===== src/rtl/wb_regfile.sv =====
// wb_regfile -- write-back stage register file for a 32-register RISC pipeline.
//
// Holds r1..r31 (r0 is hardwired to zero and never stored), selects the
// write-back value from the WB stage controls, and counts committed writes.
// Reads are combinational; writes land on the rising edge of clk.
//
// Optional feature: define WB_BYPASS_EN to forward a same-cycle commit onto
// the read ports (write-before-read). With the macro undefined, the read
// ports show only stored state and a new value becomes visible from the
// cycle after the edge, leaving the hazard to the external forwarding unit.
module wb_regfile (
    input  logic        clk,
    input  logic        rst,
    input  logic [31:0] WR_pc,
    input  logic [31:0] WR_pc_plus4,
    input  logic [31:0] WR_dout,
    input  logic [31:0] WR_ALUresult,
    input  logic [4:0]  WR_Rw,
    input  logic        WR_RegWrite,
    input  logic        WR_MemtoReg,
    input  logic        WR_jal,
    input  logic        WR_jalr,
    input  logic [4:0]  Ra,
    input  logic [4:0]  Rb,
    output logic [31:0] busA,
    output logic [31:0] busB,
    output logic [31:0] wb_data,
    output logic [31:0] wb_count
);

    // The PC travels with the instruction for debug visibility only; it is
    // folded into a deliberately unused net so it is still consumed.
    logic        unused_pc;
    assign unused_pc = ^WR_pc;

    // ------------------------------------------------------------------
    // Write-back value selection
    // ------------------------------------------------------------------
    logic [31:0] wb_data_d;

    // Link address beats load data, which beats the ALU result.
    always_comb begin
        wb_data_d = WR_ALUresult;
        if (WR_jal || WR_jalr) begin
            wb_data_d = WR_pc_plus4;
        end else if (WR_MemtoReg) begin
            wb_data_d = WR_dout;
        end
    end

    assign wb_data = wb_data_d;

    // ------------------------------------------------------------------
    // Commit qualification and destination decode
    // ------------------------------------------------------------------
    // A write to r0 is not a commit: it touches no storage and is not counted.
    logic        commit;
    logic [31:1] wr_sel;

    assign commit = WR_RegWrite && (WR_Rw != 5'd0);

    // ------------------------------------------------------------------
    // Register storage r1..r31
    // ------------------------------------------------------------------
    // Each register sits in its own generate slice with an async clear,
    // so reset empties the whole file immediately without waiting for clk.
    // rd_view gives the read muxes one indexable array with r0 tied to zero.
    logic [31:0] rd_view [32];

    assign rd_view[0] = 32'h0;

    generate
        for (genvar gi = 1; gi < 32; gi++) begin : g_reg
            logic [31:0] r_q;
            logic [31:0] r_d;

            assign wr_sel[gi] = commit && (WR_Rw == 5'(gi));

            // Hold unless this register is the committed destination.
            always_comb begin
                r_d = r_q;
                if (wr_sel[gi]) begin
                    r_d = wb_data_d;
                end
            end

            // Reset branch wins over any (possibly unknown) write controls.
            always_ff @(posedge clk or posedge rst) begin
                if (rst) begin
                    r_q <= 32'h0;
                end else begin
                    r_q <= r_d;
                end
            end

            assign rd_view[gi] = r_q;
        end
    endgenerate

    // ------------------------------------------------------------------
    // Commit counter
    // ------------------------------------------------------------------
    logic [31:0] wb_count_q;
    logic [31:0] wb_count_d;

    // Free-running count of commits; wraps silently at 2^32.
    always_comb begin
        wb_count_d = wb_count_q;
        if (commit) begin
            wb_count_d = wb_count_q + 32'd1;
        end
    end

    // Counter state, cleared asynchronously together with the registers.
    always_ff @(posedge clk or posedge rst) begin
        if (rst) begin
            wb_count_q <= 32'h0;
        end else begin
            wb_count_q <= wb_count_d;
        end
    end

    assign wb_count = wb_count_q;

    // ------------------------------------------------------------------
    // Read ports
    // ------------------------------------------------------------------
    logic [31:0] stored_a;
    logic [31:0] stored_b;

    assign stored_a = rd_view[Ra];
    assign stored_b = rd_view[Rb];

`ifdef WB_BYPASS_EN
    // Same-cycle forwarding. commit already excludes r0, so an index of 0
    // can never hit; reset suppresses forwarding so the ports read zero.
    logic hit_a;
    logic hit_b;

    assign hit_a = commit && !rst && (Ra == WR_Rw);
    assign hit_b = commit && !rst && (Rb == WR_Rw);

    // Forward the pending write-back value when the read index matches.
    always_comb begin
        busA = stored_a;
        busB = stored_b;
        if (hit_a) begin
            busA = wb_data_d;
        end
        if (hit_b) begin
            busB = wb_data_d;
        end
    end
`else
    // Stored state only; a write becomes visible the cycle after its edge.
    always_comb begin
        busA = stored_a;
        busB = stored_b;
    end
`endif

endmodule


===== config.mk =====
export PLATFORM = sky130hd
export DESIGN_NAME = wb_regfile
export DESIGN_NICKNAME = d
export VERILOG_FILES = /design/src/rtl/wb_regfile.sv
export SDC_FILE = /design/constraint.sdc
export NUM_CORES = 2
export LEC_CHECK = 0
export ABC_CLOCK_PERIOD_IN_PS = 43300
export CORE_MARGIN = 2
export CORE_UTILIZATION = 25
export DETAILED_ROUTE_END_ITERATION = 12
export PLACE_DENSITY = 0.38
export SYNTH_ARGS = -nofsm -noshare
export SYNTH_HDL_FRONTEND = slang
export SYNTH_SLANG_ARGS = --single-unit

===== constraint.sdc =====
create_clock -name clk -period 43.3 [get_ports clk]
set_input_delay 6.495 -clock clk [delete_from_list [all_inputs] [get_ports clk]]
set_output_delay 6.495 -clock clk [all_outputs]
set_load 0.05 [all_outputs]

==> out/metrics.cfg <==
[outcome]
outcome = completed

[sta]
tightest_slew_ps = 1240
fin_crit_sh_pct = 41.9
final_hold_viol_count = 0
fmax_mhz = 55.1
fin_skew_ps = 3.20
drv_slew = 0
relSlewSlack_pct = 17.3
min_period_ps = 18140
finalSetupViolations = 0
fin_setup_tns_ps = 0
rsz0062_at_grt = no

[die]
ios = 277
die_height_um = 466
num_rows = 169
initial_core_util_pct = 25.2
die_x_um = 466
core_area_um2 = 212000
die_area_um2 = 217000

[yosys]
yosysUniqueCellTypes = 42
ys_seq_area_share_pct = 48.0
synth-edff-count = 0
synthesis.nets = 5156
synth_flop_cell = dfrtp_1
synthCells = 5006
ys_warn_count = 0
avgSynthCellArea_um2 = 10.7
synth_seq_cells = 1024
synth_area_um2 = 53400
async_flop_share_pct = 100

[detailed_routing]
wl_met1_mm = 96.8
avgViaCountPerCell = 5.02
drt_iter0_drc = 2935
post_drt_wl_per_cell_um = 27.2
dr_total_vias = 39700
wl_mm = 215
dr_wl_met3_mm = 8.01
dr_wl_met2_mm = 105
drc = 0
dr.max_layer_used = met4
ant_nets = 0
drt-pass1-iter-count = 7

[clock_network]
htreeDepth = 4
clk_pin_slew_ps = 50
cts_hold_buf = 0
insertion_delay_ps = 750
cts_buffer_depth = 3
cts.repair.resized = 0
cts_sinks = 1024
tritoncts = done
cts_post_setup_buffers_inserted = 0
clock-root-buffer = clkbuf_16
cts_buffers = 131

[global_route]
overflow = 0
grt_pass1_wl_mm = 315
grt_max_degree = 150
grt_antenna_before_repair = 4
grtUsageTotal_pct = 19.9
grt_pass1_vias = 41200

[placement]
port_buffers = 244
gp_congestion = 0.773
placed_area_um2 = 58600
hpwl_mm = 125

[worst_setup_path]
cp-end-kind = output port
r2r_start = wb_count[3]
r2r-end = wb_count[28]
crit_chain = buf_8, buf_4, buf_4, buf_12, mux4_2, nand2_1, and3_1, o31ai_1, clkdlybuf4s50_1
ff2ff_path_depth = 4
crit_required_ps = 36810
crit_arrival_ps = 11650
critPathMaxStageDelay_ps = 960
r2r_slack_ps = 41200
worst_setup_path_start_kind = input port
crit_type = input port to output port
cp_common_cell = buf_4
crit_slowest_cell = clkdlybuf4s50_1
worstPathMaxFanout = 85

[cells_and_area]
seq_area_um2 = 25600
final_cell_area_um2 = 63100
fill_cells = 21700
area_delta_synth_final_pct = 18.2
layout-drive-gt1-share_pct = 17.3
multi_input_area_um2 = 25900
layout.nets = 5141

[min_path]
hp-start = wb_count[31]
hold_end = wb_count[31]
hold_class = register to register
whs_path_depth = 1

[power_and_ir_drop]
leakagePower_nw = 26.6
peakVddDrop_mv = 0.0403
p_per_area_nw_per_um2 = 48.4

[job]
cap_violations = 0

worst max-delay path: cells and delay by family:
kind | cells | cell delay (ps)
mux | 1 | 350
simple gates | 2 | 270
compound gates | 1 | 710
buf+inv | 5 | 3650
cells by family after synthesis:
| kind of cell | share of synthesized area (%) |
|---|---|
| compound gates | 16.0 |
| simple gates | 9.77 |
| flops | 48.0 |
| mux | 21.2 |
| buf+inv | 4.59 |
| xor+xnor | 0.509 |
| fa+ha+maj | 0.0234 |
area by class of cell:
type / count / area share (%)
multi-input cells: 3423 / 41.0
flip-flops and latches: 1024 / 40.6
clock buffers: 193 / 6.24
well taps: 2821 / 5.59
repair buffers: 371 / 5.48
clock inverters: 34 / 0.821
inverters: 40 / 0.254
diodes: 6 / 0.0238
cells in the mapped netlist (2+ instances only):
library cell / n / share of area [%]
nor4_2: 2 / 0.047
or3_1: 2 / 0.023
or2_2: 2 / 0.023
a22o_1: 192 / 3.1
nand3_1: 30 / 0.28
and4_1: 2 / 0.033
clkbuf_1: 381 / 2.7
nand2b_1: 2 / 0.023
nand2_1: 1069 / 7.5
buf_1: 15 / 0.11
inv_1: 39 / 0.27
nor3_1: 5 / 0.047
mux2_2: 65 / 1.4
xor2_1: 24 / 0.39
dfrtp_1: 1024 / 48
and3_1: 36 / 0.42
o21ai_0: 992 / 9.3
buf_4: 31 / 0.44
nor4b_1: 2 / 0.033
o31ai_1: 64 / 0.90
o21ai_1: 64 / 0.60
buf_2: 73 / 0.68
nand4_1: 15 / 0.18
mux2i_1: 192 / 3.6
nor2b_1: 11 / 0.13
nor2_1: 44 / 0.31
nor4_1: 7 / 0.082
mux4_2: 384 / 16
a21oi_1: 32 / 0.30
xnor2_1: 7 / 0.11
and2_1: 38 / 0.45
o22ai_1: 64 / 0.75
nor3_2: 6 / 0.11
buf_6: 19 / 0.40
a211oi_1: 64 / 0.90
metal layers:
| metal | vias to the layer above | GRT usage, % |
|---|---|---|
| li1 | 18100 | - |
| met1 | 20500 | 26.6 |
| met2 | 836 | 33.6 |
| met3 | 260 | 2.81 |
| met4 | 0 | 5.07 |
| met5 | - | 0 |
through the flow:
| step | setup WS [ps] | power (W) | util (%) | cells | hold WS (ps) |
|---|---|---|---|---|---|
| floorplan | 7990 | 0.00171 | - | 5006 | 460 |
| global placement | 24880 | 0.00192 | 27.6 | 7679 | 471 |
| detailed placement | 24900 | 0.00194 | 27.6 | 7679 | 460 |
| CTS | 24900 | 0.00310 | 29.7 | 7906 | 480 |
| global route | 24790 | 0.00322 | 29.7 | 7907 | 512 |
| finish | 25160 | 0.00305 | 29.8 | 7912 | 488 |
state kept, by name (all words and copies together), names as in the netlist:
signal and count:
g.r_q 992, wb_count 32
report_power, final:
part           total (W)  switching (W)  internal (W)
Combinational   0.000638       0.000349      0.000289
Sequential       0.00127       0.000137       0.00114
Clock            0.00114       0.000451      0.000689
worst max-delay path by stage:
stage / startpoint / to / slack, ps / cells after the start
floorplan: rst / g_reg[10].r_q[0] / 7990 / 1
global placement: Ra[0] / busA[19] / 24880 / 9
detailed placement: Ra[0] / busA[19] / 24900 / 9
CTS: Ra[0] / busA[19] / 24900 / 9
global route: Ra[0] / busA[25] / 24790 / 9
finish: Ra[0] / busA[19] / 25160 / 9
layout by cell type, fill, tap and decap left out, types with 25 or more instances in the layout:
master,synthesis,routed
clkbuf_16,0,135
nand2_1,1069,1067
o31ai_1,64,61
and2_1,38,36
dfrtp_1,1024,1024
o21ai_0,992,992
nor2_1,44,42
a211oi_1,64,64
clkdlybuf4s50_1,0,233
and3_1,36,36
mux4_2,384,384
a21oi_2,0,25
mux2i_1,192,192
o22ai_1,64,64
inv_1,39,37
clkbuf_8,0,34
mux2_2,65,65
buf_4,31,128
o21ai_1,64,64
a22o_1,192,192
Note: power is estimated with default switching activity, not from simulation.
